==> config.mk <==
export PLATFORM = sky130hd
export DESIGN_NAME = frame_mem_arbiter
export DESIGN_NICKNAME = d
export VERILOG_FILES = /design/src/rtl/frame_mem_arbiter.sv
export SDC_FILE = /design/constraint.sdc
export NUM_CORES = 1
export LEC_CHECK = 0
export ABC_CLOCK_PERIOD_IN_PS = 5850
export CAP_MARGIN = 20
export CORE_MARGIN = 3
export CORE_UTILIZATION = 47
export CTS_BUF_LIST = sky130_fd_sc_hd__clkbuf_4
export DETAILED_ROUTE_END_ITERATION = 8
export MAX_ROUTING_LAYER = met4
export PLACE_DENSITY = 0.89
export SLEW_MARGIN = 15
export SYNTH_ARGS = -nofsm -noshare
export SYNTH_HDL_FRONTEND = slang
export SYNTH_SLANG_ARGS = --single-unit
==> constraint.sdc <==
create_clock -name i_clk -period 5.85 [get_ports i_clk]
set_input_delay 0.585 -clock i_clk [delete_from_list [all_inputs] [get_ports i_clk]]
set_output_delay 0.585 -clock i_clk [all_outputs]
set_load 0.03 [all_outputs]
==> src/rtl/frame_mem_arbiter.sv <==
// rtl/frame_mem_arbiter.sv - single-port frame memory arbiter: display reads vs. raster pixel writes
module frame_mem_arbiter #(
    parameter int DW         = 12,
    parameter int RL         = 640,
    parameter int ROW        = 480,
    parameter int AW         = 19,
    parameter int MAX_RD_RUN = 4
) (
    input  logic          i_clk,
    input  logic          i_rstn,
    input  logic          i_data_valid,
    input  logic [DW-1:0] i_data,
    output logic          o_data_ready,
    input  logic          i_wr_sof,
    input  logic          i_rd_req,
    input  logic [AW-1:0] i_rd_addr,
    output logic          o_rd_gnt,
    output logic          o_rd_valid,
    output logic [DW-1:0] o_rd_data,
    output logic          o_frame_done,
    output logic          o_mem_en,
    output logic          o_mem_we,
    output logic [AW-1:0] o_mem_addr,
    output logic [DW-1:0] o_mem_wdata,
    input  logic [DW-1:0] i_mem_rdata
);

    localparam int              FRAME     = RL * ROW;
    localparam logic [AW:0]     FRAME_SZ  = (AW+1)'(FRAME);
    localparam logic [AW-1:0]   LAST_ADDR = AW'(FRAME - 1);
    localparam int              RUN_W     = $clog2(MAX_RD_RUN + 1);
    localparam logic [RUN_W-1:0] RUN_MAX  = RUN_W'(MAX_RD_RUN);

    logic [AW-1:0]    wr_addr_q, wr_addr_d;
    logic [RUN_W-1:0] rd_run_q, rd_run_d;
    logic             rd_valid_q, rd_valid_d;
    logic             rd_oob_q, rd_oob_d;
    logic [DW-1:0]    rd_data_q, rd_data_d;
    logic             frame_done_q, frame_done_d;

    logic          force_wr;
    logic          wr_fire;
    logic          rd_oob;
    logic [AW-1:0] eff_wr_addr;
    logic [DW-1:0] rd_out;

    assign force_wr     = (rd_run_q == RUN_MAX) && i_data_valid;
    assign o_rd_gnt     = i_rd_req && !force_wr;
    assign o_data_ready = !o_rd_gnt;
    assign wr_fire      = i_data_valid && o_data_ready;
    assign rd_oob       = {1'b0, i_rd_addr} >= FRAME_SZ;

    // A SOF pulse coinciding with an accepted pixel places that pixel at address 0.
    assign eff_wr_addr  = i_wr_sof ? '0 : wr_addr_q;

    // Out-of-range reads are acknowledged but never reach the memory.
    assign o_mem_en     = i_rstn && ((o_rd_gnt && !rd_oob) || wr_fire);
    assign o_mem_we     = i_rstn && wr_fire;
    assign o_mem_addr   = o_rd_gnt ? i_rd_addr : eff_wr_addr;
    assign o_mem_wdata  = i_data;

    assign rd_out       = rd_oob_q ? '0 : i_mem_rdata;
    assign o_rd_valid   = rd_valid_q;
    assign o_rd_data    = rd_valid_q ? rd_out : rd_data_q;
    assign o_frame_done = frame_done_q;

    always_comb begin
        wr_addr_d    = wr_addr_q;
        frame_done_d = 1'b0;
        if (wr_fire) begin
            if (eff_wr_addr == LAST_ADDR) begin
                wr_addr_d    = '0;
                frame_done_d = 1'b1;
            end else begin
                wr_addr_d = eff_wr_addr + 1'b1;
            end
        end else if (i_wr_sof) begin
            wr_addr_d = '0;
        end

        rd_run_d = '0;
        if (o_rd_gnt && i_data_valid) begin
            rd_run_d = (rd_run_q == RUN_MAX) ? RUN_MAX : rd_run_q + 1'b1;
        end

        rd_valid_d = o_rd_gnt;
        rd_oob_d   = o_rd_gnt && rd_oob;
        rd_data_d  = rd_valid_q ? rd_out : rd_data_q;
    end

    always_ff @(posedge i_clk or negedge i_rstn) begin
        if (!i_rstn) begin
            wr_addr_q    <= '0;
            rd_run_q     <= '0;
            rd_valid_q   <= 1'b0;
            rd_oob_q     <= 1'b0;
            rd_data_q    <= '0;
            frame_done_q <= 1'b0;
        end else begin
            wr_addr_q    <= wr_addr_d;
            rd_run_q     <= rd_run_d;
            rd_valid_q   <= rd_valid_d;
            rd_oob_q     <= rd_oob_d;
            rd_data_q    <= rd_data_d;
            frame_done_q <= frame_done_d;
        end
    end

endmodule
==> flow_summary.ini <==
[clock_tree]
cts_buffers = 5
clk_latency_ns = 0.35
cts_tree = built
cts.sinks = 37
path_clk_slew_ns = 0.12
cts_setup_buffers = 0
clockBufferDepth = 2
root_buffer = clkbuf_4
cts-resized-gates = 0
hold_buffers = 0
htreeDepth = 2

[worst_setup_path]
critPathCaptureType = primary output
reg2reg_depth = 6
worstSetupPathType = in2out
cp.required_ns = 5.27
path_cells = clkdlybuf4s50_1, a31oi_2, buf_4, mux2_2, clkdlybuf4s50_1
cp_slowest_cell = clkdlybuf4s50_1
r2r_start = wr_addr_q[0]
r2r_end = wr_addr_q[17]
worstPathArrival_ns = 3.01
crit_path_max_incr_delay_ns = 0.59
cp_max_fo = 29
startpoint_type = input port
crit_top_cell = clkdlybuf4s50_1
reg2reg_slack_ns = 3.22

[grt]
antenna_found_initial = 0
grt_max_degree = 30
grt_overflow = 0
grt_pass1_wl_mm = 9.149
grt_pass1_vias = 1961
grt.total_usage_pct = 22.22

[power]
clockPowerShare_pct = 35.8
power.internal_w = 0.0004632
vdd_ir_drop_max_uv = 103.9
swShare_pct = 27.47
pwr_density_cell_nw_per_um2 = 216.0
seq_power_share_pct = 42.4
power_switching_w = 0.0001754
p_leak_nw = 1.256
combPwrFrac_pct = 21.8

[drt]
postRouteAntennaNets = 0
drt-total-wl_mm = 5.685
viasPerCell = 5.561
detail_route.wl_per_cell_um = 15.32
drt_first_pass_iters = 4
remaining_drc_errors = 0
drtIter0Drc = 154
vias = 2063

[timing]
period_minus_slack_ns = 3.590
fin_crit_sh_pct = 61.37
drv_slew = 0
rsz0062_at_grt = false
finClkSkew_ns = 0.01836
hold_viol = 0
max_freq_mhz = 278.5
relSlewSlack_pct = 26.78
setup_viol = 0
worst_pin_slew_ns = 1.089
setup_tns_ns = 0

[synth]
synth_top_area_share_pct = 42.77
synth_largest_area_cell = dfrtp_1
netlist-cell-type-count = 38
yosys-top-cells-area = dfrtp_1 (43%), nand2_1 (8.8%), o21ai_0 (7.4%)
ys.flop_type = dfrtp_1
synth_seq_cells = 37
yosysWarningCount = 0
synth.avg_cell_area_sq_um = 8.422
syn_area_sq_um = 2165
synthArstFlopShare_pct = 100.0
netlist_instances = 257
syn_nets = 308
synth.most_common_cell = nand2_1
synthTopCellsByCount = nand2_1 (51), dfrtp_1 (37), o21ai_0 (32)
synth_edf_count = 0
seq_area_frac_synth_pct = 42.77

[placed_design]
gp_congestion = 0.9519
dpl.cell_count = 363
dp_hpwl_mm = 4.341
io_buffers = 72

[layout]
antenna_cells = 0
multi_input_area_sq_um = 1049
fin_nets = 369
area_growth_pct = 36.59
fill_cells = 365
drive_gt1_share_pct = 6.897
layoutNonFillerInstCount = 371
regArea_sq_um = 925.9

[floorplan]
dieHeight_um = 73.87
die_area_sq_um = 5456
fp.dieW_um = 73.87
initial_utilization_pct = 49.04
boundaryPins = 97
core_area_sq_um = 4414
rows = 24

[outcome]
status = completed

[worst_hold_path]
min_to = rd_run_q[0]
hp-start = rd_run_q[0]
hold_path_class = reg2reg
min_path_cells = 1

[flow_run]
maxCapViolCount = 0
-- layout make-up --
type                       instances  share of cell area [%]
clock buffer                       5                   1.270
clock inverter                     3                   2.328
inverter                          20                   2.539
multi-input combinational        180                   35.46
sequential                        37                   31.32
tap                               52                   2.201
timing repair buffer              74                   24.88
-- cell families (layout without fill, tap and decap cells) --
logic type	count (synthesis)	in the layout	share of synthesized area, %
AO/OA/AOI/OAI	52	52	13.70
XOR/XNOR	6	6	2.428
AND/OR/NAND/NOR	109	109	25.38
multiplexers	10	10	4.913
buffers and inverters	40	102	9.075
flip-flops	37	37	42.77
adder cells (fa/ha/maj)	3	3	1.734
-- layout by cell type (no fill, tap or decap), drive strengths merged, types with 2 or more instances in the layout --
master	synthesis	routed
bufinv	0	2
or2	2	2
clkdlybuf4s50	0	72
o21ai	32	32
mux2i	5	5
nand2	51	51
a31oi	2	2
clkbuf	7	5
mux2	5	5
a21oi	8	8
o31ai	5	5
nand3	7	7
and3	5	5
or4	4	4
nor2b	7	7
inv	20	21
buf	13	2
nand3b	2	2
dfrtp	37	37
nor2	10	10
nor3	4	4
nand4	4	4
or3	6	6
xor2	3	3
ha	3	3
xnor2	3	3
and3b	2	2
-- worst max path at each step --
stage	from	slack, ns	end
global placement	i_wr_sof	2.22	wr_addr_q[3]
detailed placement	i_wr_sof	2.08	wr_addr_q[17]
floorplan	i_data_valid	3.02	o_mem_addr[10]
finish	i_data_valid	2.26	o_mem_addr[15]
global route	i_data_valid	2.11	o_mem_addr[15]
CTS	i_data_valid	2.25	o_mem_addr[15]
-- per-stage QoR --
stage | hold slack (ns) | setup slack (ns) | utilization [%] | cell area [sq um] | power [W]
global placement | 0.4647 | 2.223 | 64.57 | 2850 | 0.0004131
global route | 0.5024 | 2.114 | 66.98 | 2957 | 0.0006632
CTS | 0.4800 | 2.249 | 66.98 | 2957 | 0.0006429
finish | 0.4782 | 2.260 | 66.98 | 2957 | 0.0006386
floorplan | 0.2894 | 3.022 | - | 2165 | 0.0003590
detailed placement | 0.4632 | 2.081 | 64.57 | 2850 | 0.0004157
-- power by group through the flow --
stage | sequential, W | combinational [W] | clock, W
after floorplan | 0.000275 | 0.0000841 | 0
after global placement | 0.000275 | 0.000138 | 0
after detailed placement | 0.000276 | 0.000140 | 0
after CTS | 0.000271 | 0.000140 | 0.000232
after global routing | 0.000272 | 0.000150 | 0.000241
final | 0.000271 | 0.000139 | 0.000229
-- per-layer routing --
layer	global-route usage, %	share of wire [%]
met4	6.036	0.81
met5	-	0
met2	35.73	47
met1	28.84	42
met3	3.967	10
-- flip-flops by register name, indices dropped and copies added (netlist names) --
register and flops:
o_frame_done 1, o_rd_valid 1, rd_data_q 12, rd_oob_q 1, rd_run_q 3, wr_addr_q 19
-- worst max-delay path: cells and delay by family --
family                 cells  cell delay (ns)
buffers and inverters      3             1.52
multiplexers               1             0.37
AO/OA/AOI/OAI              1             0.53
Note: power is estimated with default switching activity, not from simulation.
